`config.mk`:
```
export PLATFORM = sky130hd
export DESIGN_NAME = fetch_queue
export DESIGN_NICKNAME = d
export VERILOG_FILES = /design/src/rtl/fetch_queue.sv
export SDC_FILE = /design/constraint.sdc
export NUM_CORES = 1
export LEC_CHECK = 0
export ABC_CLOCK_PERIOD_IN_PS = 3700
export CELL_PAD_IN_SITES_DETAIL_PLACEMENT = 1
export CELL_PAD_IN_SITES_GLOBAL_PLACEMENT = 1
export CORE_MARGIN = 2
export CORE_UTILIZATION = 47
export CTS_BUF_LIST = sky130_fd_sc_hd__clkbuf_8
export CTS_CLUSTER_DIAMETER = 60
export CTS_CLUSTER_SIZE = 8
export DETAILED_ROUTE_END_ITERATION = 8
export PLACE_DENSITY_LB_ADDON = 0.1
export SYNTH_ARGS = -nofsm -noshare
export SYNTH_HDL_FRONTEND = slang
export SYNTH_SLANG_ARGS = --single-unit
export TNS_END_PERCENT = 5
```
`constraint.sdc`:
```
create_clock -name clk -period 3.7 [get_ports clk]
set_clock_uncertainty 0.1 [all_clocks]
set_input_delay 0.74 -clock clk [delete_from_list [all_inputs] [get_ports clk]]
set_output_delay 0.74 -clock clk [all_outputs]
set_load 0.05 [all_outputs]
```
`src/rtl/fetch_queue.sv`:
```
// fetch_queue: instruction-fetch front end. Generates the fetch PC and issues
// in-order requests to a variable-latency instruction memory. Returned
// instructions are buffered in a DEPTH-entry queue that feeds decode through a
// valid/ready handshake. A redirect flushes the queue and discards any
// responses that are still in flight.
module fetch_queue #(
  parameter int                ADDR_W   = 16,
  parameter int                INST_W   = 16,
  parameter int                DEPTH    = 4,
  parameter logic [ADDR_W-1:0] RESET_PC = ADDR_W'(0),
  parameter logic [ADDR_W-1:0] INC      = ADDR_W'(2)
) (
  input  logic              clk,
  input  logic              rst_n,
  input  logic              redirect,
  input  logic [ADDR_W-1:0] redirect_pc,
  input  logic              pred_taken,
  input  logic [ADDR_W-1:0] pred_target,
  output logic              mem_req,
  output logic [ADDR_W-1:0] mem_addr,
  input  logic              mem_ready,
  input  logic              mem_rvalid,
  input  logic [INST_W-1:0] mem_rdata,
  output logic              inst_valid,
  output logic [INST_W-1:0] inst,
  output logic [ADDR_W-1:0] inst_pc,
  output logic              inst_pred_taken,
  input  logic              inst_ready
);

  localparam int PTR_W  = $clog2(DEPTH);
  localparam int CNT_W  = $clog2(DEPTH + 1);
  // Back-to-back redirects can stack stale responses beyond one queue's
  // worth, so the drop counter gets headroom and saturates.
  localparam int DROP_W = PTR_W + 2;

  logic [ADDR_W-1:0] fetch_pc;
  logic [ADDR_W-1:0] ent_pc   [DEPTH];
  logic              ent_pred [DEPTH];
  logic [INST_W-1:0] ent_inst [DEPTH];
  logic [DEPTH-1:0]  ent_filled;

  logic [PTR_W-1:0]  alloc_ptr, fill_ptr, rd_ptr;
  logic [CNT_W-1:0]  alloc_cnt;   // entries allocated and not yet dequeued
  logic [CNT_W-1:0]  pend_cnt;    // allocated entries still waiting for data
  logic [DROP_W-1:0] drop_cnt;    // stale responses still to be discarded

  logic              issue, deq, resp_fill, resp_drop;
  logic [DROP_W:0]   drop_sum;
  logic [DROP_W-1:0] drop_next;

  // Request is held low during reset so no fetch leaks out before release.
  assign mem_req         = rst_n & ~redirect & (alloc_cnt < CNT_W'(DEPTH));
  assign mem_addr        = fetch_pc;
  assign issue           = mem_req & mem_ready;

  assign inst_valid      = ~redirect & ent_filled[rd_ptr];
  assign deq             = inst_valid & inst_ready;
  assign inst            = ent_inst[rd_ptr];
  assign inst_pc         = ent_pc[rd_ptr];
  assign inst_pred_taken = ent_pred[rd_ptr];

  assign resp_fill = ~redirect & mem_rvalid & (drop_cnt == '0) & (pend_cnt != '0);
  assign resp_drop = ~redirect & mem_rvalid & (drop_cnt != '0);

  // Drop count after a redirect: everything unfilled becomes stale, minus the
  // response arriving in the redirect cycle itself; saturates at both ends.
  always_comb begin
    // NOTE: every always_comb output gets a default first so no path leaves it unassigned and infers a latch.
    drop_next = drop_cnt;
    drop_sum  = {1'b0, drop_cnt} + (DROP_W+1)'(pend_cnt);
    if (mem_rvalid && drop_sum != '0) drop_sum = drop_sum - (DROP_W+1)'(1);
    if (drop_sum[DROP_W]) drop_next = '1;
    else                  drop_next = drop_sum[DROP_W-1:0];
  end

  // Fetch PC, pointers and occupancy counters.
  always_ff @(posedge clk or negedge rst_n) begin
    // NOTE: sequential state uses non-blocking assignments so every flop samples pre-edge values.
    if (!rst_n) begin
      fetch_pc  <= RESET_PC;
      alloc_ptr <= '0;
      fill_ptr  <= '0;
      rd_ptr    <= '0;
      alloc_cnt <= '0;
      pend_cnt  <= '0;
      drop_cnt  <= '0;
    end else if (redirect) begin
      fetch_pc  <= redirect_pc;
      alloc_ptr <= '0;
      fill_ptr  <= '0;
      rd_ptr    <= '0;
      alloc_cnt <= '0;
      pend_cnt  <= '0;
      drop_cnt  <= drop_next;
    end else begin
      if (issue) begin
        fetch_pc  <= pred_taken ? pred_target : fetch_pc + INC;
        alloc_ptr <= alloc_ptr + PTR_W'(1);
      end
      if (resp_fill) fill_ptr <= fill_ptr + PTR_W'(1);
      if (resp_drop) drop_cnt <= drop_cnt - DROP_W'(1);
      if (deq)       rd_ptr   <= rd_ptr + PTR_W'(1);

      case ({issue, deq})
        2'b10:   alloc_cnt <= alloc_cnt + CNT_W'(1);
        2'b01:   alloc_cnt <= alloc_cnt - CNT_W'(1);
        default: alloc_cnt <= alloc_cnt;
      endcase

      case ({issue, resp_fill})
        2'b10:   pend_cnt <= pend_cnt + CNT_W'(1);
        2'b01:   pend_cnt <= pend_cnt - CNT_W'(1);
        default: pend_cnt <= pend_cnt;
      endcase
    end
  end

  // Queue entries: allocate on issue, fill on response, release on dequeue.
  always_ff @(posedge clk or negedge rst_n) begin
    // NOTE: the entry storage is reset because the head fields drive outputs that must read zero in reset.
    if (!rst_n) begin
      for (int i = 0; i < DEPTH; i++) begin
        ent_pc[i]   <= '0;
        ent_pred[i] <= 1'b0;
        ent_inst[i] <= '0;
      end
      ent_filled <= '0;
    end else if (redirect) begin
      ent_filled <= '0;
    end else begin
      if (issue) begin
        ent_pc[alloc_ptr]     <= fetch_pc;
        ent_pred[alloc_ptr]   <= pred_taken;
        ent_filled[alloc_ptr] <= 1'b0;
      end
      if (resp_fill) begin
        ent_inst[fill_ptr]   <= mem_rdata;
        ent_filled[fill_ptr] <= 1'b1;
      end
      if (deq) ent_filled[rd_ptr] <= 1'b0;
    end
  end

endmodule
```
== Yosys cells after proc, flatten, opt, wreduce, memory -nomap -nowiden ==
Index checks and enable logic that the tools add are counted.

* Bits in registers: 168
* Output and inout port bits: 51
* Input bits: 55
* Logic and storage cells: 132

* Bitwise gates (word level): 18
* Order comparisons: 12
* Equality and inequality tests: 4
* Add/subtract/negate cells: 11
* Multiplexer cells: 49
* Reduce and logical (&&, ||, !) cells: 18

{| class="wikitable"
|+ Operators with widths
! operator !! number
|-
| two-way mux 16 bit || 9
|-
| bitwise mux 64 bit || 2
|-
| binary-select mux 16 bit (select 2 bit) || 2
|-
| demux 16 bit (select 2 bit) || 2
|-
| two-way mux 4 bit || 9
|-
| adder 16 x 2 -> 16 bit, second input constant || 1
|-
| two-way mux 2 bit || 6
|-
| case mux 3 bit (2 select lines) || 2
|-
| AND 1 bit || 9
|-
| greater-or-equal comparator 3 bit, second input constant || 3
|-
| less-than comparator 2 x 3 -> 1 bit, second input constant || 3
|-
| NOT 2 -> 3 bit || 3
|-
| nonzero test 3 bit || 3
|-
| AND 4 bit || 2
|-
| demux 1 bit (select 2 bit) || 4
|-
| NOT 4 bit || 2
|-
| nonzero test 2 bit || 4
|-
| two-way mux 1 bit || 7
|-
| adder 2 x 1 -> 2 bit, second input constant || 3
|-
| adder 3 x 1 -> 3 bit, second input constant || 2
|-
| greater-or-equal comparator 2 x 1 -> 1 bit, second input constant || 3
|-
| logical AND 1 bit || 6
|-
| less-than comparator 3 x 1 -> 1 bit, second input constant || 2
|-
| two-way mux 3 bit || 2
|-
| other kinds (16) || 21
|}

== Logic depth before layout (Yosys ltp) ==
* Word-level depth: 14
* Depth in mapped cells: 10
* Gate-level depth less buffers: 9

== Worst setup path before layout ==
OpenSTA, ideal clock, no wires.

* Path kind: input to output
* Start: in redirect
* End: out mem_req
* Path buffers: 3
* Arrival time: 2517 ps
* Stages: 4
* Setup slack: 343 ps
* Data required time: 2860 ps
* Path through: clkbuf_1 > clkbuf_1 > buf_1 > nor3b_1

* Cells in the longest elaborated chain, start to end: 3

{| class="wikitable"
|+ Ends and longest elaborated chain
! element !! RTL line !! text
|-
| start: declaration || 15 || <nowiki>input logic redirect,</nowiki>
|-
| NOT 1 bit (no source line) || - ||
|-
| AND 1 bit (2 in a row) || 53 || <nowiki>assign mem_req = rst_n & ~redirect & (alloc_cnt < CNT_W'(DEPTH));</nowiki>
|-
| end: declaration || 19 || <nowiki>output logic mem_req,</nowiki>
|}

No other way between the ends.

== Worst setup path after layout ==
* Start: reg rd_ptr[0]
* End: out inst_pc[14]

* Cells in the longest elaborated chain, start to end: 4

{| class="wikitable"
|+ Ends and longest elaborated chain
! element !! RTL line !! text
|-
| start: declaration || 43 || <nowiki>logic [PTR_W-1:0] alloc_ptr, fill_ptr, rd_ptr;</nowiki>
|-
| start signal: assignment || 103 || <nowiki>if (deq) rd_ptr <= rd_ptr + PTR_W'(1);</nowiki>
|-
| NOT 2 -> 3 bit (implied by the code) || 60 || <nowiki>assign inst_pc = ent_pc[rd_ptr];</nowiki>
|-
| binary-select mux 16 bit (select 2 bit) || 60 ||
|-
| two-way mux 16 bit (implied by the code) (2 in a row) || 60 ||
|-
| end: declaration || 26 || <nowiki>output logic [ADDR_W-1:0] inst_pc,</nowiki>
|}

No other way between the ends. The select of a mux whose other input is x is not followed.

==> flow_metrics.tcl <==
set metrics [dict create \
    power_density_nw_per_um2 460 \
    path_depth 3 \
    syn-cell-area_um2 8390 \
    route.detailed.vias_per_inst 5.85 \
    crit_arrival_ps 2630 \
    worst_path_max_delay_cell "sky130_fd_sc_hd__clkdlybuf4s50_1" \
    placement.io_buffers 105 \
    crit_path_buffers_inverters 2 \
    tritoncts_num_sinks 168 \
    layout_worst_path_cycle_share 0.938 \
    clock-root-buffer "sky130_fd_sc_hd__clkbuf_8" \
    fmax_ghz 0.288 \
    synth.lib_cells_used.distinct 59 \
    postCtsSetupBuffers 0 \
    initial_cell_density_of_the_core 0.484 \
    finalNonFillerCells 977 \
    clkTransAtPathRegs_ps 90 \
    dp_hpwl_mm 14.5 \
    synthesis.instances 640 \
    crit_path_required_time_ps 2860 \
    dieArea_um2 18900 \
    ff2ff_path_depth 9 \
    result_of_the_run "finished clean" \
    slew_viol_final 0 \
    grt_first_pass_wirelength_mm 34.3 \
    holdPathStages 1 \
    min_period_ps 3470 \
    cts_htree_levels 4 \
    setup-tns-final_ps 0 \
    grt_util_all_layers 0.239 \
    synthFlopType "sky130_fd_sc_hd__dfrtp_1" \
    critical_path_cell_by_cell "buf_4 -> mux4_2 -> clkdlybuf4s50_1" \
    grt_max_degree 160 \
    synth.yosys.warnings 0 \
    globalplace.congestion 0.849 \
    final_nets 816 \
    critPathMaxFanout 13 \
    hp-class "flop to flop" \
    final_layout_size_suffix_gt1_frac 0.277 \
    route.detailed.drc 0 \
    clock_latency_reported_for_the_late_side_of_the_worst_skew_pair_ps 460 \
    synth_top_cell_by_area "sky130_fd_sc_hd__dfrtp_1" \
    startpoint_type "flop" \
    power.ir.vdd_worst_uv 246 \
    route.final.wire_length_mm 20.9 \
    holdWs_ps 397 \
    rsz0062_at_grt "no" \
    grt_pass1_vias 6446 \
    timing_hold_violations_final 0 \
    dieWidth_um 138 \
    leakage_dissipation_nw 4.61 \
    detail_route.first_pass.iterations 4 \
    cts_made_buffers 17 \
    synth_edf_count 0 \
    area.growth.synth_to_final_pct 20.2 \
    routed-via-count 5717 \
    netlist_top_cells_area "sky130_fd_sc_hd__dfrtp_1 (50%), sky130_fd_sc_hd__mux2_2 (15%), sky130_fd_sc_hd__mux4_2 (9.1%)" \
    clockBufferDepth 2 \
    overall_overflow_remaining_after_global_route 0 \
    timing_worst_setup_path_type "flop to primary output" \
    wire_per_inst_um 21.4 \
    setup_viol 0 \
    timing.slew.headroom 0.401 \
    ys_ff_latch 168 \
    syn_avg_cell_area_um2 13.1 \
    placeableCoreArea_um2 17400 \
    final_util 0.582 \
    antenna_left 0 \
    initialDrtViolationCount 330 \
    cts_tree "done" \
    die_h_um 138 \
    share_of_the_synthesized_area_in_the_top_cell_type 0.501 \
    synth_seq_area_share 0.501 \
    crit_path_max_incr_delay_ps 720 \
    reported_max_cap_violation_count 0 \
    async_flop_share 1.00 \
    core.rowCount 48 \
    critPathTopFamily "buffers and inverters" \
    dpl.cell_count 944 \
    pin_count 106 \
    power_mw 4.64 \
    critical_path.endpoint_type "primary output" \
    worst_slew_pin_slew_ps 899 \
    postSynthNetCount 717 \
    antenna_violations_before_repair 0 \
    antenna_fix_cells 0 \
]
## worst paths after layout
check	from	to	slack (ps)
worst max-delay path	rd_ptr[0]$_DFFE_PN0P_	inst_pc[14]	230
worst min-delay path	ent_inst[60]$_DFFE_PN0P_	ent_inst[60]$_DFFE_PN0P_	400
worst max register to register	pend_cnt[0]$_DFFE_PN0P_	drop_cnt[1]$_DFFE_PN0P_	800
worst min register to register	ent_inst[60]$_DFFE_PN0P_	ent_inst[60]$_DFFE_PN0P_	400
max in group asynchronous	rst_n	ent_inst[45]$_DFFE_PN0P_	1760
min in group asynchronous	rst_n	alloc_cnt[2]$_DFFE_PN0P_	620
## report_power, final
group	switching (mW)	total, mW	leakage (nW)	internal (mW)
clock network	0.752	1.27	0.189	0.514
registers	0.162	2.18	2.24	2.01
logic	0.673	1.20	2.18	0.526
## synthesized netlist by cell type (6+ instances only)
| cell | count |
|---|---|
| sky130_fd_sc_hd__o21ai_0 | 24 |
| sky130_fd_sc_hd__mux2_1 | 21 |
| sky130_fd_sc_hd__o31ai_1 | 7 |
| sky130_fd_sc_hd__nand3_1 | 6 |
| sky130_fd_sc_hd__inv_1 | 16 |
| sky130_fd_sc_hd__mux4_2 | 34 |
| sky130_fd_sc_hd__buf_1 | 9 |
| sky130_fd_sc_hd__clkbuf_1 | 27 |
| sky130_fd_sc_hd__dfrtp_1 | 168 |
| sky130_fd_sc_hd__nand2_1 | 38 |
| sky130_fd_sc_hd__nor2_1 | 28 |
| sky130_fd_sc_hd__a21oi_1 | 19 |
| sky130_fd_sc_hd__nand2b_1 | 6 |
| sky130_fd_sc_hd__ha_1 | 19 |
| sky130_fd_sc_hd__mux2_2 | 113 |
| sky130_fd_sc_hd__a31oi_1 | 9 |
## cell type report
| class | instances | area (um^2) |
|---|---|---|
| clock buffers | 18 | 248 |
| clock inverters | 14 | 130 |
| fillers | 1737 | 7260 |
| inverters | 16 | 60.1 |
| multi-input cells | 414 | 3940 |
| flip-flops and latches | 168 | 4210 |
| well taps | 225 | 282 |
| repair buffers | 122 | 1220 |
## registers in the layout, summed over array words and instances (netlist names)
register / cells
fill_ptr: 2
alloc_cnt: 3
rd_ptr: 2
ent_filled: 4
ent_pc: 64
pend_cnt: 3
ent_pred: 4
alloc_ptr: 2
ent_inst: 64
mem_addr: 16
drop_cnt: 4
## placed cells by master, fill, tap and decap left out, drive strengths merged, types with 4 or more instances in the layout
cell type / instances
a21o: 4
a21oi: 19
a221o: 5
a221oi: 5
a31oi: 9
and3: 4
buf: 19
clkbuf: 18
clkdlybuf4s50: 102
dfrtp: 168
ha: 19
inv: 25
mux2: 134
mux2i: 5
mux4: 34
nand2: 42
nand2b: 6
nand3: 6
nand3b: 5
nor2: 28
nor3: 4
o21ai: 24
o31ai: 7
xnor2: 5
## metal layers
| layer | track usage | part of all wire | up-vias |
|---|---|---|---|
| met2 | 0.409 | 0.51 | 127 |
| li1 | - | - | 2569 |
| met1 | 0.307 | 0.43 | 2988 |
| met4 | 0.0785 | 0.018 | 0 |
| met3 | 0.0460 | 0.041 | 33 |
| met5 | 0 | 0 | - |
## per-stage QoR
| stage | area (um^2) | worst slack [ps] |
|---|---|---|
| finish | 10100 | 228 |
| detailed placement | 9700 | 569 |
| floorplan | 8390 | 343 |
| global placement | 9700 | 625 |
| global route | 10100 | 104 |
| CTS | 10100 | 52.5 |
## logic make-up after synthesis
| logic type | Yosys count | share of synthesized area |
|---|---|---|
| AO/OA/AOI/OAI | 95 | 0.0759 |
| XOR/XNOR | 7 | 0.00730 |
| adder cells (fa/ha/maj) | 22 | 0.0355 |
| buffers and inverters | 58 | 0.0298 |
| flip-flops | 168 | 0.501 |
| multiplexers | 173 | 0.277 |
| AND/OR/NAND/NOR | 117 | 0.0738 |
## repair_timing
item | 4_1_cts | 5_1_grt
endpoints found under the hold margin | 9 | 0
setup endpoints to repair | 0 | 8
hold buffers | 1 | 0
gates resized for setup | 0 | 1
Note: power is estimated with default switching activity, not from simulation.
